File: config.mk
export PLATFORM = sky130hd
export DESIGN_NAME = jellyvl_synctimer_adjust_guard
export DESIGN_NICKNAME = d
export VERILOG_FILES = /design/src/rtl/jellyvl_synctimer_adjust_guard.sv
export SDC_FILE = /design/constraint.sdc
export NUM_CORES = 1
export LEC_CHECK = 0
export BUFFER_PORTS_ARGS = -buffer_cell sky130_fd_sc_hd__buf_2
export CAP_MARGIN = 20
export CORE_ASPECT_RATIO = 1.2
export CORE_MARGIN = 4
export CORE_UTILIZATION = 51
export DETAILED_ROUTE_END_ITERATION = 7
export PLACE_DENSITY = 0.79
export SKIP_CTS_REPAIR_TIMING = 1
export SLEW_MARGIN = 20
export SYNTH_ARGS = -nofsm -noshare
export SYNTH_HDL_FRONTEND = slang
export SYNTH_SLANG_ARGS = --single-unit
File: constraint.sdc
create_clock -name clk -period 3.3 [get_ports clk]
set_clock_uncertainty 0.2 [all_clocks]
set_input_delay 0.33 -clock clk [delete_from_list [all_inputs] [get_ports clk]]
set_output_delay 0.33 -clock clk [all_outputs]
set_load 0.005 [all_outputs]
File: src/rtl/jellyvl_synctimer_adjust_guard.sv
`default_nettype none
// ============================================================================
//  Module   : jellyvl_synctimer_adjust_guard
//  Function : Correction guard for the synchronised timer. Compares each
//             received correction time with the local timer, forwards small
//             errors as a saturated adjustment and raises an override request
//             after a programmable run of consecutive out-of-window samples.
//  Options  : JELLYVL_SYNCTIMER_ADJUST_GUARD_STATS_EN adds the stat_violations
//             saturating counter output.
//  Revision : 1.0  initial release
// ============================================================================
module jellyvl_synctimer_adjust_guard #(
  parameter int TIMER_WIDTH   = 64,
  parameter int LIMIT_WIDTH   = TIMER_WIDTH,
  parameter int COUNT_WIDTH   = 4,
  parameter int STAT_WIDTH    = 32,
  parameter bit INIT_OVERRIDE = 1'b1
) (
  input  logic                           clk,
  input  logic                           reset,
  input  logic signed [LIMIT_WIDTH-1:0]  param_limit_min,
  input  logic signed [LIMIT_WIDTH-1:0]  param_limit_max,
  input  logic        [COUNT_WIDTH-1:0]  param_over_count,
  input  logic        [TIMER_WIDTH-1:0]  current_time,
  input  logic        [TIMER_WIDTH-1:0]  correct_time,
  input  logic                           correct_override,
  input  logic                           correct_valid,
  output logic                           override_request,
  output logic signed [LIMIT_WIDTH-1:0]  adj_diff,
  output logic                           adj_clamped,
  output logic                           adj_valid
`ifdef JELLYVL_SYNCTIMER_ADJUST_GUARD_STATS_EN
  ,
  output logic        [STAT_WIDTH-1:0]   stat_violations
`endif
);

  // Elaboration-time sanity check of the width parameters.
  generate
    if (LIMIT_WIDTH > TIMER_WIDTH || LIMIT_WIDTH < 1 || COUNT_WIDTH < 1 || STAT_WIDTH < 1) begin : g_param_check
      $error("jellyvl_synctimer_adjust_guard: illegal width parameters");
    end
  endgenerate

  typedef enum logic [0:0] {
    ST_TRACK    = 1'b0,
    ST_OVERRIDE = 1'b1
  } state_t;

  state_t                          r_state;
  state_t                          w_state_next;
  logic        [COUNT_WIDTH-1:0]   r_count;
  logic        [COUNT_WIDTH-1:0]   w_count_next;
  logic                            w_req_next;
  logic                            w_adj_valid_next;
  logic signed [LIMIT_WIDTH-1:0]   w_adj_diff_next;
  logic                            w_adj_clamped_next;

  logic                            r_s1_valid;
  logic signed [TIMER_WIDTH-1:0]   r_s1_diff;

  logic                            w_ovr_strobe;
  logic signed [TIMER_WIDTH-1:0]   w_min_ext;
  logic signed [TIMER_WIDTH-1:0]   w_max_ext;
  logic                            w_below;
  logic                            w_above;
  logic                            w_inverted;
  logic                            w_violation;
  logic signed [LIMIT_WIDTH-1:0]   w_bound;
  logic        [COUNT_WIDTH-1:0]   w_thresh;
  logic        [COUNT_WIDTH:0]     w_count_inc;
  logic        [COUNT_WIDTH-1:0]   w_count_sat;

  assign w_ovr_strobe = correct_valid & correct_override;

  // Stage 1: register the wrapped error of each normal sample; an override
  // load discards whatever sample is in flight.
  always_ff @(posedge clk) begin
    if (reset) begin
      r_s1_valid <= 1'b0;
      r_s1_diff  <= '0;
    end else if (w_ovr_strobe) begin
      r_s1_valid <= 1'b0;
    end else begin
      r_s1_valid <= correct_valid;
      if (correct_valid) begin
        r_s1_diff <= correct_time - current_time;
      end
    end
  end

  // Window test on the stage-1 error. An inverted window (min > max) makes
  // every sample a violation; the reported bound is max only when the error
  // lies above max, otherwise min.
  assign w_min_ext   = TIMER_WIDTH'(param_limit_min);
  assign w_max_ext   = TIMER_WIDTH'(param_limit_max);
  assign w_below     = r_s1_diff < w_min_ext;
  assign w_above     = r_s1_diff > w_max_ext;
  assign w_inverted  = w_min_ext > w_max_ext;
  assign w_violation = w_below | w_above | w_inverted;
  assign w_bound     = w_above ? param_limit_max : param_limit_min;

  // A threshold of zero behaves like one: the first violation overrides.
  assign w_thresh    = (param_over_count == '0) ? COUNT_WIDTH'(1) : param_over_count;
  assign w_count_inc = {1'b0, r_count} + {{COUNT_WIDTH{1'b0}}, 1'b1};
  assign w_count_sat = (&r_count) ? r_count : w_count_inc[COUNT_WIDTH-1:0];

  // State and output register for stage 2.
  always_ff @(posedge clk) begin
    if (reset) begin
      r_state          <= INIT_OVERRIDE ? ST_OVERRIDE : ST_TRACK;
      r_count          <= '0;
      override_request <= INIT_OVERRIDE;
      adj_valid        <= 1'b0;
      adj_diff         <= '0;
      adj_clamped      <= 1'b0;
    end else begin
      r_state          <= w_state_next;
      r_count          <= w_count_next;
      override_request <= w_req_next;
      adj_valid        <= w_adj_valid_next;
      adj_diff         <= w_adj_diff_next;
      adj_clamped      <= w_adj_clamped_next;
    end
  end

  // Next-state and output decode; an override load outranks any stage-2
  // result arriving in the same cycle.
  always_comb begin
    w_state_next       = r_state;
    w_count_next       = r_count;
    w_req_next         = override_request;
    w_adj_valid_next   = 1'b0;
    w_adj_diff_next    = adj_diff;
    w_adj_clamped_next = adj_clamped;

    if (w_ovr_strobe) begin
      w_state_next = ST_TRACK;
      w_req_next   = 1'b0;
      w_count_next = '0;
    end else if (r_s1_valid) begin
      case (r_state)
        ST_TRACK: begin
          if (!w_violation) begin
            w_adj_valid_next   = 1'b1;
            w_adj_diff_next    = LIMIT_WIDTH'(r_s1_diff);
            w_adj_clamped_next = 1'b0;
            w_count_next       = '0;
          end else if (w_count_inc < {1'b0, w_thresh}) begin
            w_count_next       = w_count_sat;
            w_adj_valid_next   = 1'b1;
            w_adj_diff_next    = w_bound;
            w_adj_clamped_next = 1'b1;
          end else begin
            w_state_next = ST_OVERRIDE;
            w_req_next   = 1'b1;
            w_count_next = '0;
          end
        end
        ST_OVERRIDE: begin
          // Waiting for an override load; normal samples are ignored.
        end
        default: begin
          w_state_next = ST_OVERRIDE;
          w_req_next   = 1'b1;
        end
      endcase
    end
  end

`ifdef JELLYVL_SYNCTIMER_ADJUST_GUARD_STATS_EN
  logic [STAT_WIDTH-1:0] r_stat;

  // Saturating count of every stage-2 violation, regardless of state.
  always_ff @(posedge clk) begin
    if (reset) begin
      r_stat <= '0;
    end else if (r_s1_valid && w_violation && !(&r_stat)) begin
      r_stat <= r_stat + 1'b1;
    end
  end

  assign stat_violations = r_stat;
`endif

endmodule
`default_nettype wire
==> results of run 1 <==
## power by group through the flow
stage	combinational [mW]	clock, mW	sequential [mW]
2_1_floorplan	1.61	0	1.82
3_3_place_gp	2.66	0	1.83
3_5_place_dp	2.72	0	1.83
4_1_cts	2.75	2.12	1.79
5_1_grt	3.19	2.19	1.81
6_report	2.94	2.12	1.80
## placed cells by master (no fill, tap or decap), types with 53 or more instances in the layout
| cell | count |
|---|---|
| ha_1 | 254 |
| a21o_1 | 63 |
| dfxtp_1 | 135 |
| nor2b_1 | 74 |
| nor2_1 | 53 |
| inv_1 | 217 |
| buf_4 | 294 |
| o21ai_0 | 147 |
| a21oi_1 | 175 |
| buf_2 | 329 |
| nand2_1 | 170 |
| mux2i_1 | 116 |
## kinds of logic after synthesis
kind of cell             count (synthesis)
AO/OA/AOI/OAI                          592
XOR/XNOR                                55
adder cells (fa/ha/maj)                259
buffers and inverters                  299
flip-flops                             137
multiplexers                           131
AND/OR/NAND/NOR                        486
## cell type report
class | instances | area (um2)
antenna | 4 | 10.0
sequential | 137 | 2750
clock buffer | 17 | 425
tap | 385 | 482
inverter | 219 | 822
multi-input combinational | 1523 | 11400
clock inverter | 15 | 201
timing repair buffer | 647 | 4320
fill | 2389 | 8570
## flip-flops by register name (all words and copies together), names as in the netlist
| signal | cells |
|---|---|
| adj_valid | 1 |
| adj_clamped | 1 |
| r_count | 4 |
| r_s1_diff | 64 |
| r_s1_valid | 1 |
| r_state | 1 |
| override_request | 1 |
| adj_diff | 64 |
## final timing paths
kind | endpoint | slack, ns | depth (start not counted)
max | adj_diff[57]$_SDFFE_PP0P_ | -0.55 | 12
min reg2reg | r_count[1]$_SDFFE_PP0P_ | 0.30 | 2
min | r_s1_diff[38]$_SDFFE_PP0P_ | 0.01 | 2
max reg2reg | adj_diff[57]$_SDFFE_PP0P_ | -0.55 | 12
## per-layer routing
metal / track usage / vias up
li1: - / 8186
met1: 0.414 / 7878
met2: 0.528 / 698
met3: 0.0435 / 164
met4: 0.155 / 2
met5: 0 / -
## worst max-delay path, delay by kind of cell (launching register included)
kind | cells | cell delay, ns
buf+inv | 1 | 0.24
compound gates | 4 | 0.63
flops | 1 | 0.38
fa+ha+maj | 1 | 0.27
simple gates | 6 | 2.05
==> metrics.txt, run 1 <==
outcome=finished with violations; violated checks=negative setup slack; WS Path Type=register to register; Max Freq=0.260 GHz; # IOs=331; Seq pwr share=0.263; CORE AREA=0.0289 mm2; number of synthesized flops with an enable pin=0; Layout area overhead=35.7%; dominant cell type by area after synthesis=ha_1; most frequent cells after synthesis=258 x ha_1, 218 x inv_1, 177 x a21oi_1, 170 x nand2_1, 166 x o21ai_0; Die Wd=165 um; GRT Total Usage=0.322; Setup-failing EPs final=72; minimum clock period=3.85 ns; initial antenna violation count=3; Overflow after GRT=0; Arr. time, crit path=4.02 ns; clock tree from TritonCTS=done; first-pass GRT wire length=83.8 mm; Final HPWL DP=44.0 mm; largest family of logic cells by synthesized area=compound AO/OA/AOI/OAI gates; final wirelength=55.5 mm; async set-reset flop share out of synthesis=0; max_slew headroom=0.519; DR WL met3=4.07 mm; Final GP Congestion=0.985; Peak VDD IR=400 uV; reg2reg start=r_s1_diff[58]$_SDFFE_PP0P_; Hold Startpoint=reset; met2 routed WL=25.7 mm; PnR worst setup slack=-0.548 ns; Post-Synthesis Cells=1959; Synth Area per Inst=7.66 um2; Max Slew Vio Count=0; P_int=4.36 mW; PnR Total Power=6.86 mW; vias in the first global route=16500; share of total power in the clock network=0.309; die footprint=0.0322 mm2; simple-gate share of the synthesized area=0.164; sequential element share of the synthesized area=0.183; share of cells above drive strength 1=0.297; CTS Buf Count=17; worst skew pair latency=0.44 ns; DRC violations left=0; RSZ-0062 raised after global routing=yes; H-tree levels=4; fin nets=3068; largest net degree at the start of global routing=57; Slew @ Worst Pin=0.719 ns; placed insts=2893; final core utilization=0.704; 1st-pass router iterations=8; clk sinks=137; top-count cell post-synth=ha_1; non-filler cells, final=2947; Worst EP required=3.47 ns; vias=16900; syn nets=2482; clk root buf=clkbuf_16; Antenna Nets Post-Route=0; post-synthesis instance area=0.0150 mm2; adder-cell share of the synthesized area=0.216; Via density=5.74; Yosys cell types=66; Max clock buf depth=2; First DRT Iteration DRCs=1522; max-cap violation count=0; Pleak=11.1 nW; pre-CTS setup slack=-0.706 ns; I/O Buffers=330; Worst setup EP type=register; final setup TNS=-35.35 ns; die height=196 um; Hold Slack=0.0109 ns; Logic pwr share=0.429; crit-path cells=ha_4 > nand4_1 > or3_4 > or3_4 > nor4_4 > and4_1 > a311o_1 > o31a_4 > a31oi_4 > or3_4 > clkbuf_16 > o21ai_1; post-route design area=0.0204 mm2; ranking of synthesized cells by area=ha_1 22%, dfxtp_1 18%, mux2i_1 8.5%, a21oi_1 5.9%, o21ai_0 5.5%; final worst path period share=1.17; CP dominant cell by count=or3_4; Psw=2.50 mW; sw frac=0.364; Final Hold Viols=0; max layer used=met5; Synth warnings=0; Row Count=68; Worst setup SP type=register; CP startpoint=r_s1_diff[58]$_SDFFE_PP0P_; top cell type's share of synthesized area=0.215; metal1 wirelength=22.8 mm; Worst Hold Class=input port to register; XOR/XNOR Fraction of Synth Area=0.0321; crit-path max cell delay=0.48 ns; CP max FO=14; WL/cell=18.8 um; top_reg_cell synth=dfxtp_1; mux contribution to synthesized area=0.0876; placed cell areas=0.0192 mm2; CP max stage cell=or3_4; clk slew on worst S/H paths=0.07 ns; post-synthesis compound-gate area fraction=0.235; initial core utilization=0.519; post-synthesis register bit count=137; pwr dens=337 mW/mm2
(Power assumes the default switching activity.)
==> inputs of run 2 (changes only) <==
--- a/config.mk
+++ b/config.mk
@@ -12,6 +12,7 @@
 export CORE_UTILIZATION = 51
 export DETAILED_ROUTE_END_ITERATION = 7
 export PLACE_DENSITY = 0.79
+export REMOVE_ABC_BUFFERS = 1
 export SKIP_CTS_REPAIR_TIMING = 1
 export SLEW_MARGIN = 20
 export SYNTH_ARGS = -nofsm -noshare
==> metrics.txt, run 2 (synthesis results as in run 1) <==
Final HPWL DP=44.0 mm (about the same); Arr. time, crit path=3.96 ns (-0.06 ns); 1st-pass router iterations=6 (-2); final core utilization=0.723 (+0.0194); Max Freq=0.262 GHz (+0.88%); initial core utilization=0.519 (unchanged); Logic pwr share=0.444 (+0.015); WP buf/inv=3 (+2); clk sinks=137 (unchanged); CP max stage cell=a311o_2; WS Path Type=register to register; vias in the first global route=16500 (-0.29%); placed insts=2933 (+1.4%); Worst path top cell family by delay=compound AO/OA/AOI/OAI gates; share of total power in the clock network=0.299 (-0.010); share of cells above drive strength 1=0.316 (+0.0195); commonest cells after routing, fill and taps aside=330 x buf_2, 329 x buf_4, 254 x ha_1; sw frac=0.354 (-0.0108); max_slew headroom=0.464 (-0.0551); Row Count=68 (unchanged); Worst EP required=3.45 ns (-0.02 ns); post-route design area=0.0209 mm2 (+2.8%); pre-CTS setup slack=-0.753 ns (-0.0475 ns); Worst setup SP type=register; Worst setup EP type=register; final worst path period share=1.16 (-0.0101); Die Wd=165 um (unchanged); minimum clock period=3.81 ns (-0.0334 ns); most common cell after layout, fill and taps aside=buf_2; fin nets=3117 (+1.6%); clk root buf=clkbuf_16; Psw=2.47 mW (-1.3%); CORE AREA=0.0289 mm2 (unchanged); violated checks=negative setup slack; CTS Buf Count=17 (unchanged); Final GP Congestion=0.983 (-0.16%); pwr dens=334 mW/mm2 (-0.99%); Pleak=11.4 nW (+2.6%); worst skew pair latency=0.44 ns (about the same); Slew @ Worst Pin=0.804 ns (+0.0853 ns); Worst Hold Class=input port to register; PnR Total Power=6.98 mW (+1.7%); I/O Buffers=330 (unchanged); Layout area overhead=39.4%; DRC violations left=0 (unchanged); Largest regs=adj_diff (64), r_s1_diff (64), r_count (4); H-tree levels=4 (unchanged); Seq pwr share=0.257 (-0.006); die height=196 um (unchanged); Peak VDD IR=387 uV (-3.2%); initial antenna violation count=7 (+4); PnR worst setup slack=-0.515 ns (+0.0334 ns); Max clock buf depth=2 (unchanged); CP max FO=20 (+6); Max Slew Vio Count=0 (unchanged); RSZ-0062 raised after global routing=yes; First DRT Iteration DRCs=1663 (+9.3%); crit-path cells=buf_6 > ha_4 > a21o_1 > a2111oi_2 > buf_4 > o211ai_1 > o22ai_2 > mux2_4 > a311o_2 > a31oi_4 > buf_4 > o21ai_0 > o21ai_1; non-filler cells, final=2994 (+1.6%); max-cap violation count=0 (unchanged); outcome=finished with violations; Overflow after GRT=0 (unchanged); P_int=4.51 mW (+3.5%); Reg2Reg Setup Slack=-0.51 ns (+0.03 ns); clk slew on worst S/H paths=0.06 ns (about the same); clock tree from TritonCTS=done; placed cell areas=0.0194 mm2 (+1.0%); Via density=5.88 (+2.4%); # IOs=331 (unchanged); Setup-failing EPs final=72 (unchanged); largest net degree at the start of global routing=67 (+18%); Final Hold Viols=0 (unchanged); GRT Total Usage=0.320 (-0.00135); die footprint=0.0322 mm2 (unchanged); Layout fillers=2224 (-6.9%); vias=17600 (+4.0%); final wirelength=58.5 mm (+5.4%); CP dominant cell by count=buf_4; crit-path max cell delay=0.39 ns (-0.09 ns); Antenna Nets Post-Route=0 (unchanged); first-pass GRT wire length=83.3 mm (-0.53%); WL/cell=19.5 um (+3.8%)
## run 2: metrics by stage
step                hold WS, ns  TNS, ns
global route             0.0261   -28.27
CTS                     0.00616   -43.09
detailed placement        0.282   -57.49
finish                 0.000685   -24.31
global placement          0.266   -51.30
floorplan                 0.199  -215.73
## run 2: power groups by stage
stage	sequential, mW	combinational, mW	clock [mW]
after floorplan	1.82	1.58	0
after global placement	1.82	2.68	0
after detailed placement	1.82	2.75	0
after CTS	1.79	2.78	2.07
after global routing	1.80	3.34	2.16
final	1.79	3.10	2.09
## run 2: layout make-up
class	instances	area, um2	area share
repair buffers	695	4760	0.227
well taps	385	482	0.0230
diodes	3	7.51	0.000359
inverters	219	822	0.0393
clock buffers	19	453	0.0217
multi-input cells	1524	11500	0.548
clock inverters	12	174	0.00831
flip-flops and latches	137	2750	0.132
## run 2: worst register-to-register path, stage by stage, from the launching register on
cell and delay, ns:
dfxtp_4 0.36, buf_6 0.12, ha_4 0.21, a21o_1 0.19, a2111oi_2 0.33, buf_4 0.18
o211ai_1 0.13, o22ai_2 0.26, mux2_4 0.33, a311o_2 0.39, a31oi_4 0.29, buf_4 0.33
o21ai_0 0.19, o21ai_1 0.21
## run 2: worst paths after layout
check | from | end | cells past startpoint
hold reg to reg | adj_clamped$_SDFFE_PP0P_ | adj_clamped$_SDFFE_PP0P_ | 2
setup reg to reg | r_s1_diff[58]$_SDFFE_PP0P_ | adj_diff[21]$_SDFFE_PP0P_ | 13
hold / removal | current_time[0] | r_s1_diff[0]$_SDFFE_PP0P_ | 3
setup / recovery | r_s1_diff[58]$_SDFFE_PP0P_ | adj_diff[21]$_SDFFE_PP0P_ | 13
## run 2: per-layer routing
metal  vias to the layer above  global-route usage  part of all wire
li1                       8294                   -                 -
met1                      8134               0.410              0.39
met2                       938               0.522              0.46
met3                       229              0.0498             0.086
met4                         8               0.157             0.058
met5                         -                   0            0.0010
==> inputs of run 3 (changes only) <==
--- a/config.mk
+++ b/config.mk
@@ -9,9 +9,9 @@
 export CAP_MARGIN = 20
 export CORE_ASPECT_RATIO = 1.2
 export CORE_MARGIN = 4
-export CORE_UTILIZATION = 51
+export CORE_UTILIZATION = 57
 export DETAILED_ROUTE_END_ITERATION = 7
-export PLACE_DENSITY = 0.79
+export PLACE_DENSITY = 0.94
 export REMOVE_ABC_BUFFERS = 1
 export SKIP_CTS_REPAIR_TIMING = 1
 export SLEW_MARGIN = 20
==> constraint.sdc (replaced) <==
create_clock -name clk -period 4 [get_ports clk]
set_clock_uncertainty 0.2 [all_clocks]
set_input_delay 0.4 -clock clk [delete_from_list [all_inputs] [get_ports clk]]
set_output_delay 0.4 -clock clk [all_outputs]
set_load 0.005 [all_outputs]
==> metrics.txt, run 3 (synthesis results as in run 1) <==
outcome=completed; minimum clock period=3.91 ns (+0.0967 ns); clk slew on worst S/H paths=0.06 ns (about the same); Max Freq=0.256 GHz (-2.5%); WL/cell=19.5 um (about the same); Worst setup EP type=register; I/O Buffers=330 (unchanged); Antenna Nets Post-Route=0 (unchanged); CORE AREA=0.0257 mm2 (-11%); R2R Path End=adj_diff[50]$_SDFFE_PP0P_; Worst EP required=4.17 ns (+0.72 ns); final worst path period share=0.978 (-0.178); Largest regs=adj_diff (64), r_s1_diff (64), r_count (4); Overflow after GRT=0 (unchanged); Final HPWL DP=41.1 mm (-6.6%); reg2reg start=r_s1_diff[60]$_SDFFE_PP0P_; initial core utilization=0.584 (+0.0650); Max clock buf depth=2 (unchanged); final core utilization=0.700 (-0.0235); Hold Startpoint=current_time[0]; Arr. time, crit path=4.08 ns (+0.12 ns); largest net degree at the start of global routing=58 (-13%); Pleak=9.82 nW (-14%); WS Path Type=register to register; Final Hold Viols=0 (unchanged); Final GP Congestion=0.993 (+1.0%); most common cell after layout, fill and taps aside=buf_2; placed insts=2598 (-11%); GRT Max-Usage Layer=met2; pwr dens=291 mW/mm2 (-13%); Slew @ Worst Pin=0.950 ns (+0.146 ns); max_slew headroom=0.367 (-0.0971); Peak VDD IR=305 uV (-21%); clk root buf=clkbuf_16; Die Wd=156 um (-5.1%); vias=16300 (-7.5%); Setup-failing EPs final=0 (-100%); # IOs=331 (unchanged); 1st-pass router iterations=5 (-1); H-tree levels=4 (unchanged); commonest cells after routing, fill and taps aside=329 x buf_2, 258 x ha_1, 218 x inv_1; first-pass GRT wire length=78.9 mm (-5.3%); WHS Path Cells=3 (unchanged); Row Count=64 (-5.9%); First DRT Iteration DRCs=1363 (-18%); hold path endpoint=r_s1_diff[0]$_SDFFE_PP0P_; CTS Buf Count=17 (unchanged); CP max FO=8 (-60%); share of cells above drive strength 1=0.193 (-0.123); Max Slew Vio Count=0 (unchanged); initial antenna violation count=6 (-1); Worst Hold Class=input port to register; met2 Usage GRT=0.564 (+0.0416); fin nets=2813 (-9.8%); clock tree from TritonCTS=done; Worst setup SP type=register; non-filler cells, final=2636 (-12%); die height=186 um (-5.2%); GR Layer Usage met1=0.415 (+0.00572); clk sinks=137 (unchanged); M3 GR Usage=0.0540 (+0.00415); die footprint=0.0290 mm2 (-10%); RSZ-0062 raised after global routing=no; Via density=6.18 (+5.1%); Reg2Reg Depth=13 (unchanged); final wirelength=51.5 mm (-12%); GRT Total Usage=0.336 (+0.0158); worst skew pair latency=0.44 ns (about the same); vias in the first global route=15600 (-5.1%); Layout area overhead=19.9%; Layout fillers=2039 (-8.3%); Reg2Reg Setup Slack=0.09 ns (+0.60 ns); DRC violations left=0 (unchanged); max-cap violation count=0 (unchanged)
-- run 3: changes by cell type in the layout (fill, tap and decap cells not counted), moves of 7 or more --
cell	previous run	this run
buf_4	329	47
o21ai_0	143	166
o21ai_2	23	0
mux2i_1	114	128
mux2i_2	14	0
buf_6	12	4
clkbuf_16	26	19
-- run 3: area by class of cell --
cell class                      instances  area [um2]  share of cell area
Clock inverter                         10         140             0.00779
Tap cell                              330         413              0.0230
Inverter                              219         822              0.0457
Timing Repair Buffer                  391        2270               0.126
Multi-Input combinational cell       1524       11100               0.617
Sequential cell                       137        2740               0.152
Clock buffer                           22         484              0.0269
Antenna cell                            3        7.51            0.000417
-- run 3: worst max path at each step --
| stage | start | end | slack (ns) |
|---|---|---|---|
| final | r_s1_diff[60]$_SDFFE_PP0P_ | adj_diff[50]$_SDFFE_PP0P_ | 0.09 |
| after global routing | r_s1_diff[60]$_SDFFE_PP0P_ | adj_diff[48]$_SDFFE_PP0P_ | 0.006 |
| after CTS | r_s1_diff[60]$_SDFFE_PP0P_ | adj_diff[38]$_SDFFE_PP0P_ | -0.02 |
| after detailed placement | param_limit_max[60] | adj_diff[38]$_SDFFE_PP0P_ | -0.16 |
| after global placement | param_limit_max[60] | adj_diff[38]$_SDFFE_PP0P_ | 0.02 |
| after floorplan | param_limit_max[59] | adj_diff[0]$_SDFFE_PP0P_ | -3.03 |
-- run 3: critical path, stage by stage, from the launching register on --
cell and delay, ns:
dfxtp_1 0.37, ha_1 0.32, nand4_1 0.14, or3_1 0.43, or3_1 0.47, nor4_4 0.21
o211ai_1 0.16, a311o_1 0.42, buf_4 0.17, o31ai_4 0.17, clkbuf_16 0.31, mux2i_1 0.23
mux2i_1 0.11, o21ai_1 0.13
-- run 3: report_power, final --
part	leakage, nW	switching [mW]	internal [mW]
sequential	1.11	0.0807	1.43
combinational	8.41	1.14	0.897
clock	0.299	0.648	1.05
total	9.82	1.87	3.37
-- run 3: per-stage QoR --
step / worst slack [ns] / hold slack (ns) / total power [mW] / TNS, ns / cell area (um2)
floorplan: -3.03 / 0.251 / 2.80 / -169.96 / 14600
global placement: 0.0199 / 0.264 / 3.39 / 0 / 17300
detailed placement: -0.160 / 0.292 / 3.46 / -3.12 / 17300
CTS: -0.0200 / 0.0643 / 5.14 / -0.0200 / 17900
global route: 0.00612 / 0.0885 / 5.47 / 0 / 18000
finish: 0.0884 / 0.0681 / 5.24 / 0 / 18000
-- run 3: metal layers --
layer  share of wire  wire length [um]  up-vias
met2            0.47             24100      850
met1            0.38             19700     7578
met3           0.093              4770      182
li1                -                 -     7670
met5         0.00084                43        -
met4           0.056              2860        6
